`src/rtl/nerv_dbg_pkg.sv`:
```
// Shared types for the NERV debug run-control unit: command/event encodings,
// FSM states and the breakpoint/watchpoint comparator entry.
package nerv_dbg_pkg;

    typedef enum logic [2:0] {
        OP_NOP, OP_HALT, OP_RESUME, OP_STEP,
        OP_BP_SET, OP_BP_CLR, OP_WP_SET, OP_WP_CLR
    } cmd_op_t;

    typedef enum logic [2:0] {
        RSN_RESET, RSN_HALT, RSN_STEP, RSN_BP, RSN_WP
    } evt_rsn_t;

    typedef enum logic [1:0] {
        ST_RUN, ST_STEP, ST_HALTED
    } dbg_state_t;

    localparam logic [1:0] WP_MODE_RD = 2'b01;
    localparam logic [1:0] WP_MODE_WR = 2'b10;

    // Entries hold a fixed-width address so one struct serves any XLEN up to 64.
    localparam int unsigned ADR_MAX = 64;

    typedef struct packed {
        logic               en;
        logic [ADR_MAX-1:0] adr;
        logic [1:0]         mode;
    } cmp_ent_t;

endpackage

```
`src/rtl/nerv_dbg_cmp.sv`:
```
// Address comparator bank: flags a hit on any enabled entry whose address and
// access mode match, and reports the lowest matching index.
module nerv_dbg_cmp
    import nerv_dbg_pkg::*;
#(
    parameter int unsigned N    = 4,
    parameter int unsigned XLEN = 32
) (
    input  cmp_ent_t [N-1:0]  ent_i,
    input  logic [XLEN-1:0]   adr_i,
    input  logic [1:0]        mode_i,
    output logic              hit_o,
    output logic [3:0]        idx_o
);

    // Scan downwards so the lowest matching entry is the last one written.
    always_comb begin
        hit_o = 1'b0;
        idx_o = '0;
        for (int unsigned i = N; i > 0; i--) begin
            if (ent_i[i-1].en && (ent_i[i-1].adr == ADR_MAX'(adr_i)) &&
                ((ent_i[i-1].mode & mode_i) != 2'b00)) begin
                hit_o = 1'b1;
                idx_o = 4'(i - 1);
            end
        end
    end

endmodule

```
`src/rtl/nerv_dbg_ctrl.sv`:
```
// Run-control unit between the GDB stub and a NERV-class core: halt, resume,
// N-step, PC breakpoints and data watchpoints with a single-entry event channel.
module nerv_dbg_ctrl
    import nerv_dbg_pkg::*;
#(
    parameter int unsigned XLEN       = 32,
    parameter int unsigned BNUM       = 4,
    parameter int unsigned WNUM       = 2,
    parameter int unsigned CW         = 16,
    parameter logic        RESET_HALT = 1'b1
) (
    input  logic            clk,
    input  logic            rst,
    input  logic            cmd_vld,
    output logic            cmd_rdy,
    input  logic [2:0]      cmd_op,
    input  logic [3:0]      cmd_idx,
    input  logic [XLEN-1:0] cmd_adr,
    input  logic [CW-1:0]   cmd_arg,
    input  logic [XLEN-1:0] cpu_pc,
    input  logic            cpu_iss,
    input  logic            cpu_mvld,
    input  logic [XLEN-1:0] cpu_madr,
    input  logic            cpu_mwr,
    output logic            cpu_stall,
    output logic            halted,
    output logic            evt_vld,
    input  logic            evt_rdy,
    output logic [2:0]      evt_rsn,
    output logic [3:0]      evt_idx,
    output logic [XLEN-1:0] evt_pc
);

    dbg_state_t          state_q, state_d;
    logic                skip_q, skip_d;
    logic [CW-1:0]       cnt_q, cnt_d;
    cmp_ent_t [BNUM-1:0] bp_q, bp_d;
    cmp_ent_t [WNUM-1:0] wp_q, wp_d;
    logic                evt_vld_q, evt_vld_d;
    evt_rsn_t            evt_rsn_q, evt_rsn_d;
    logic [3:0]          evt_idx_q, evt_idx_d;
    logic [XLEN-1:0]     evt_pc_q, evt_pc_d;

    cmd_op_t    op;
    logic       cmd_fire, issue;
    logic       bp_hit, wp_hit, bp_stop;
    logic [3:0] bp_idx, wp_idx;
    logic [1:0] wp_mode;
    logic       stop;
    evt_rsn_t   stop_rsn;
    logic [3:0] stop_idx;

    assign op       = cmd_op_t'(cmd_op);
    assign wp_mode  = !cpu_mvld ? 2'b00 : (cpu_mwr ? WP_MODE_WR : WP_MODE_RD);

    nerv_dbg_cmp #(.N(BNUM), .XLEN(XLEN)) u_bp_cmp (
        .ent_i  (bp_q),
        .adr_i  (cpu_pc),
        .mode_i ({2{cpu_iss}}),
        .hit_o  (bp_hit),
        .idx_o  (bp_idx)
    );

    nerv_dbg_cmp #(.N(WNUM), .XLEN(XLEN)) u_wp_cmp (
        .ent_i  (wp_q),
        .adr_i  (cpu_madr),
        .mode_i (wp_mode),
        .hit_o  (wp_hit),
        .idx_o  (wp_idx)
    );

    assign bp_stop   = bp_hit & ~skip_q;
    assign cpu_stall = (state_q == ST_HALTED) | bp_stop;
    assign halted    = (state_q == ST_HALTED);
    assign issue     = cpu_iss & ~cpu_stall;
    // RESUME/STEP wait for the pending event to be taken so it is never overwritten.
    assign cmd_rdy   = ~(evt_vld_q & ((op == OP_RESUME) | (op == OP_STEP)));
    assign cmd_fire  = cmd_vld & cmd_rdy;

    assign evt_vld = evt_vld_q;
    assign evt_rsn = evt_rsn_q;
    assign evt_idx = evt_idx_q;
    assign evt_pc  = evt_pc_q;

    always_comb begin
        state_d   = state_q;
        skip_d    = skip_q;
        cnt_d     = cnt_q;
        bp_d      = bp_q;
        wp_d      = wp_q;
        evt_vld_d = evt_vld_q;
        evt_rsn_d = evt_rsn_q;
        evt_idx_d = evt_idx_q;
        evt_pc_d  = evt_pc_q;
        stop      = 1'b0;
        stop_rsn  = RSN_HALT;
        stop_idx  = '0;

        if (issue) skip_d = 1'b0;
        if (evt_vld_q && evt_rdy) evt_vld_d = 1'b0;

        if (cmd_fire) begin
            for (int unsigned i = 0; i < BNUM; i++) begin
                if (cmd_idx == 4'(i)) begin
                    if (op == OP_BP_SET) begin
                        bp_d[i].en   = 1'b1;
                        bp_d[i].adr  = ADR_MAX'(cmd_adr);
                        bp_d[i].mode = 2'b11;
                    end else if (op == OP_BP_CLR) begin
                        bp_d[i].en   = 1'b0;
                    end
                end
            end
            for (int unsigned i = 0; i < WNUM; i++) begin
                if (cmd_idx == 4'(i)) begin
                    if (op == OP_WP_SET) begin
                        wp_d[i].en   = 1'b1;
                        wp_d[i].adr  = ADR_MAX'(cmd_adr);
                        wp_d[i].mode = cmd_arg[1:0];
                    end else if (op == OP_WP_CLR) begin
                        wp_d[i].en   = 1'b0;
                    end
                end
            end
        end

        case (state_q)
            ST_HALTED: begin
                if (cmd_fire && op == OP_RESUME) begin
                    state_d = ST_RUN;
                    skip_d  = 1'b1;
                end else if (cmd_fire && op == OP_STEP) begin
                    state_d = ST_STEP;
                    skip_d  = 1'b1;
                    cnt_d   = (cmd_arg == '0) ? CW'(1) : cmd_arg;
                end
            end
            default: begin
                if (wp_hit) begin
                    stop = 1'b1; stop_rsn = RSN_WP; stop_idx = wp_idx;
                end else if (bp_stop) begin
                    stop = 1'b1; stop_rsn = RSN_BP; stop_idx = bp_idx;
                end else if (state_q == ST_STEP && issue && cnt_q <= CW'(1)) begin
                    stop = 1'b1; stop_rsn = RSN_STEP;
                end else if (cmd_fire && op == OP_HALT) begin
                    stop = 1'b1; stop_rsn = RSN_HALT;
                end

                if (stop) begin
                    state_d   = ST_HALTED;
                    evt_vld_d = 1'b1;
                    evt_rsn_d = stop_rsn;
                    evt_idx_d = stop_idx;
                    evt_pc_d  = cpu_pc;
                end else if (state_q == ST_STEP && issue) begin
                    cnt_d = cnt_q - 1'b1;
                end
            end
        endcase
    end

    always_ff @(posedge clk or posedge rst) begin
        if (rst) begin
            state_q   <= RESET_HALT ? ST_HALTED : ST_RUN;
            skip_q    <= 1'b0;
            cnt_q     <= '0;
            bp_q      <= '0;
            wp_q      <= '0;
            evt_vld_q <= RESET_HALT;
            evt_rsn_q <= RSN_RESET;
            evt_idx_q <= '0;
            evt_pc_q  <= '0;
        end else begin
            state_q   <= state_d;
            skip_q    <= skip_d;
            cnt_q     <= cnt_d;
            bp_q      <= bp_d;
            wp_q      <= wp_d;
            evt_vld_q <= evt_vld_d;
            evt_rsn_q <= evt_rsn_d;
            evt_idx_q <= evt_idx_d;
            evt_pc_q  <= evt_pc_d;
        end
    end

endmodule

```
`config.mk`:
```
export PLATFORM = sky130hd
export DESIGN_NAME = nerv_dbg_ctrl
export DESIGN_NICKNAME = d
export VERILOG_FILES = /design/src/rtl/nerv_dbg_pkg.sv /design/src/rtl/nerv_dbg_cmp.sv /design/src/rtl/nerv_dbg_ctrl.sv
export SDC_FILE = /design/constraint.sdc
export NUM_CORES = 1
export LEC_CHECK = 0
export CAP_MARGIN = 20
export CORE_MARGIN = 2
export CORE_UTILIZATION = 26
export DETAILED_ROUTE_END_ITERATION = 10
export SLEW_MARGIN = 20
export SYNTH_ARGS = -nofsm -noshare
export SYNTH_HDL_FRONTEND = slang
export SYNTH_SLANG_ARGS = --single-unit
export TNS_END_PERCENT = 5
```
`constraint.sdc`:
```
create_clock -name clk -period 15.65 [get_ports clk]
set_input_delay 3.13 -clock clk [delete_from_list [all_inputs] [get_ports clk]]
set_output_delay 3.13 -clock clk [all_outputs]
set_load 0.01 [all_outputs]
```
Yosys cells after proc, flatten, opt, wreduce, memory -nomap -nowiden
Index checks and enable logic that the tools add are counted.

word-level totals
  logic and storage cells = 155
  output and inout port bits = 43
  register bits = 265
  input bits = 126

operators by class
  equal/unequal tests = 22
  reduce and logical (&&, ||, !) cells = 45
  bitwise gates (word level) = 16
  $add $sub $neg = 1
  order comparisons = 1
  multiplexer cells = 45

operator list
  operator               number
  $eq 32x32->1           6
  $mux 16                6
  $reduce_and 3->1       12
  $mux 1                 24
  $mux 2                 12
  $reduce_bool 2->1      10
  $logic_and 1x1->1      18
  $le 16x1->1 const B    1
  $logic_not 16->1       1
  $sub 16x1->16 const B  1
  $and 2x2->2            6
  $eq 3x3->1 const B     4
  $eq 4x2->1 const B     2
  $mux 4                 2
  $eq 3x2->1 const B     2
  $and 1x1->1            4
  $eq 4x1->1 const B     1
  $logic_not 4->1        1
  $ne 2x2->1 const B     2
  $not 1->1              4
  $reduce_and 2->1       2
  $reduce_and 4->1       1
  $eq 3x1->1 const B     1
  $mux 3                 1
  other kinds (5)        6

Logic depth before layout (Yosys ltp)
  depth in word-level cells = 19
  depth in mapped cells = 9
  mapped depth without buffers = 9

By module
A second synthesis with hierarchy kept.

unflattened totals
  cell total of the unflattened synthesis = 1091
  area total of the unflattened synthesis = 13327.8 µm²

by module, submodules not included
  module                   sequential area each (µm²)  area an instance (µm²)  times used  cells an instance
  nerv_dbg_ctrl            6633.9                      10545.1                 1           718
  nerv_dbg_cmp (u_bp_cmp)  0.0                         1873.0                  1           255
  nerv_dbg_cmp (u_wp_cmp)  0.0                         909.6                   1           118

Least setup slack after synthesis
No wires, ideal clock.

  path kind = input port to output port
  start = input port cpu_pc[28]
  end = output port cpu_stall
  data arrival time = 4.729 ns
  data required time = 12.520 ns
  stages = 7
  setup slack = 7.791 ns
  path buffers = 1
  cells stage by stage = clkbuf_1 -> xnor2_1 -> and3_1 -> nand4b_1 -> nor4_1 -> o41ai_1 -> nand2_1

on the way
  word-level cells in the longest chain between the ends = 9
  elaborated cells between the ends (all ways) = 18
  classes of those cells = 4 x eq/ne; 4 x mux; 2 x bitwise; 8 x reduce/logical

ends and longest elaborated chain
  element                          RTL line             RTL
  start: declaration               nerv_dbg_ctrl.sv:20  input logic [XLEN-1:0] cpu_pc,
  $eq 32x32->1                     nerv_dbg_cmp.sv:21   if (ent_i[i-1].en && (ent_i[i-1].adr == ADR_MAX'(adr_i)) &&
  $logic_and 1x1->1 (2 in series)  nerv_dbg_cmp.sv:21
  $mux 1 (3 in series)             nerv_dbg_cmp.sv:21
  $mux 1 (*)                       nerv_dbg_cmp.sv:21
  $and 1x1->1 (*)                  nerv_dbg_ctrl.sv:72  assign bp_stop = bp_hit & ~skip_q;
  $or 1x1->1 (*)                   nerv_dbg_ctrl.sv:73  assign cpu_stall = (state_q == ST_HALTED) | bp_stop;
  end: declaration                 nerv_dbg_ctrl.sv:25  output logic cpu_stall,

Mark *: on every way between the ends. The rest lies on a longest branch, timed or not.

Worst setup path in the final report
  start = input port cpu_pc[5]
  end = output port cpu_stall

Same word-level chain as after synthesis.

==> metrics.txt <==
status=finished clean; first-pass GRT wire length=63.2 mm; met1 usage in global routing=22.0%; MaxCap Viol Count=0; Seq cells post-synth=263; DR iter-0 viols=531; Die W=229 um; Worst R2R Start=bp_q[7]$_DFFE_PP0P_; largest net degree at the start of global routing=119; Detail Placement HPWL=32.9 mm; Clock Power Share=34.8%; Num CTS Buffers=31; main flop type after synthesis=dfrtp_1; CP Capture Type=primary output; HP Class=flop to flop; Fmax achieved=108 MHz; Switch Pwr=0.638 mW; clock root cell=clkbuf_16; Synth top area share=49.4%; vias in the first global route=9684; post_cts resized=0; Final #Nets=1351; Fillers=5011; Die H=229 um; Period minus WS final=9.30 ns; crit-path max FO=7; clock latency at the later pin of the worst-skew pair=0.59 ns; Max Transition Viols Final=0; FF-to-FF End=evt_pc[15]$_DFFE_PP0P_; CTS tree=yes; met2 Usage GRT=25.3%; Max clock buf depth=3; worst path arrival time=6.17 ns; met3 usage=2.43%; Worst Reg2Reg Path Length in Cells=8; Core ar.=50200 um^2; std cell rows=82; gr ovfl total=0; Post-Synthesis Cell Area=13200 um^2; DRC=0; Worst R2R Setup Slack=12.10 ns; Worst Hold Depth=1; Detail Route Antenna Nets=0; Area Overhead vs Synth=26.1%; relative slew slack=33.1%; total track usage=16.1%; Hold Path End=bp_q[0]$_DFFE_PP0P_; hold path startpoint=bp_q[0]$_DFFE_PP0P_; top post-synthesis cells by area=dfrtp_1 (49%), mux2_2 (18%), xnor2_1 (7.6%); starting density of the core=26.3%; Worst Path Required=12.52 ns; maximum vdd drop=0.0849 mV; Clock Pin Slew Worst Setup and Hold Paths=0.06 ns; H-Tree Depth=1; Post-CTS Setup Inserts=0; unrepaired setup endpoints after global routing=no; DIE AREA=52600 um^2; setup TNS=0 ns; drt first pass iters=5; num ports=169; placed insts=1861; Post-Layout Cell Count=1922; Comb power frac=24.9%; initial antenna violation count=8; Setup CP Type=input port to primary output; startpoint class of the critical path=input port; clock sink total=263; register area share after synthesis=49.8%; Yosys warning count=0; cell internal pwr=1.54 mW; Vias/cell=4.69; async set-reset flop share out of synthesis=100%; Post-CTS Hold Buffers=0; library cells used by synthesis=61; PortBufs=166; final RePlAce weighted congestion=0.902; final WL=42.7 mm; vias=9010; register area=6580 um^2; routed wire length per instance=22.2 um; syn_area_per_cell=12.3 um^2; Pleak=7.30 nW; Fin Clk Skew=0.0303 ns; Tcrit/Tclk final=59.4%; layout cells sized above 1=25.0%; Synth area leader=dfrtp_1; area of the multi-input gates=6320 um^2; Post-synth EDFFs=0; most used cell, CP=clkdlybuf4s50_1; endpoints failing setup=0; synthesized instance count=1075; final hold viol count=0; crit-path max cell delay=0.59 ns; Power Dens Cells=131 nW/um^2; Worst Tran Pin Value=1.00 ns; Hold WS=0.457 ns; crit-path cells=clkdlybuf4s50_1, xnor2_1, nand3_1, or3_1, nor4_1, o41ai_1, buf_4, nand2_1, clkdlybuf4s50_1; GRT Max-Usage Layer=met2; Slowest-stage cell, CP=clkdlybuf4s50_1; Sequential Power Share=40.3%; Switching Fraction=29.3%
==> kinds of logic after synthesis <==
| kind of cell | share of synthesized area (%) |
|---|---|
| compound gates | 3.23 |
| xor+xnor | 12.7 |
| fa+ha+maj | 0.189 |
| buf+inv | 2.57 |
| flops | 49.8 |
| mux | 21.5 |
| other cells | 0.0284 |
| simple gates | 9.95 |
==> power by group through the flow <==
| stage | Combinational, mW | Clock, mW | Sequential, mW |
|---|---|---|---|
| floorplan | 0.295 | 0 | 0.888 |
| global placement | 0.539 | 0 | 0.882 |
| detailed placement | 0.544 | 0 | 0.888 |
| CTS | 0.547 | 0.777 | 0.877 |
| global route | 0.587 | 0.801 | 0.893 |
| finish | 0.541 | 0.756 | 0.877 |
==> final cells by class <==
type / count / share of cell area [%]
Inverter: 14 / 0.361
Clock inverter: 13 / 1.02
Sequential cell: 263 / 39.5
Timing Repair Buffer: 178 / 10.6
Multi-Input combinational cell: 735 / 37.9
Clock buffer: 43 / 5.47
Antenna cell: 4 / 0.0601
Tap cell: 672 / 5.05
==> worst max path at each step <==
stage                          end  cells past startpoint       from  slack, ns
6_report                 cpu_stall                      9  cpu_pc[5]       6.35
4_1_cts                  cpu_stall                      9  cpu_pc[2]       6.39
5_1_grt                  cpu_stall                      9  cpu_pc[2]       6.28
3_5_place_dp             cpu_stall                      9  cpu_pc[5]       6.41
3_3_place_gp             cpu_stall                      9  cpu_pc[6]       6.36
2_1_floorplan  bp_q[0]$_DFFE_PP0P_                      1        rst       5.28
==> cell usage in the layout, fill, tap and decap left out, drive strengths merged, types with 38 or more instances in the layout <==
master         synthesis  final
dfrtp                261    261
mux2                 240    240
clkdlybuf4s50          0    166
xnor2                114    114
xor2                  78     78
nand2                 48     48
clkbuf                52     43
nand4                 42     42
nor4                  41     41
nor2                  38     38
==> per-stage QoR <==
step	worst slack (ns)	utilization [%]	cell area, um^2	power [mW]
2_1_floorplan	5.28	-	13200	1.18
3_3_place_gp	6.36	31.0	15500	1.42
3_5_place_dp	6.41	31.0	15500	1.43
4_1_cts	6.39	33.1	16600	2.20
5_1_grt	6.28	33.2	16600	2.28
6_report	6.35	33.2	16700	2.17
==> synthesized netlist by cell type, types with 7 or more instances <==
cell type / number
nor2_1: 38
clkbuf_1: 52
nand3_1: 19
mux2_2: 210
a21oi_1: 7
xnor2_1: 114
nand4_1: 42
mux2_4: 25
or3_1: 7
inv_1: 14
nor4_1: 41
xor2_1: 78
nor3_1: 10
dfrtp_1: 261
o21ai_0: 13
nand2_1: 48
==> sequential cells by signal, summed over array words and instances, names as in the netlist, 2 cells and up <==
name / count
bp_q: 136
wp_q: 70
evt_pc: 32
cnt_q: 16
evt_rsn: 3
evt_idx: 2
state_q: 2
==> worst max-delay path: cells and delay by family <==
family,cells,cell delay (ns)
AND/OR/NAND/NOR,4,1.16
AO/OA/AOI/OAI,1,0.14
XOR/XNOR,1,0.41
buffers and inverters,3,1.31
==> per-layer routing <==
layer	share of wire, %	wire length, um
met5	0.054	23
met3	4.1	1750
met4	4.0	1690
met1	47	19900
met2	45	19300
No activity file was read; power rests on OpenSTA's default activity.
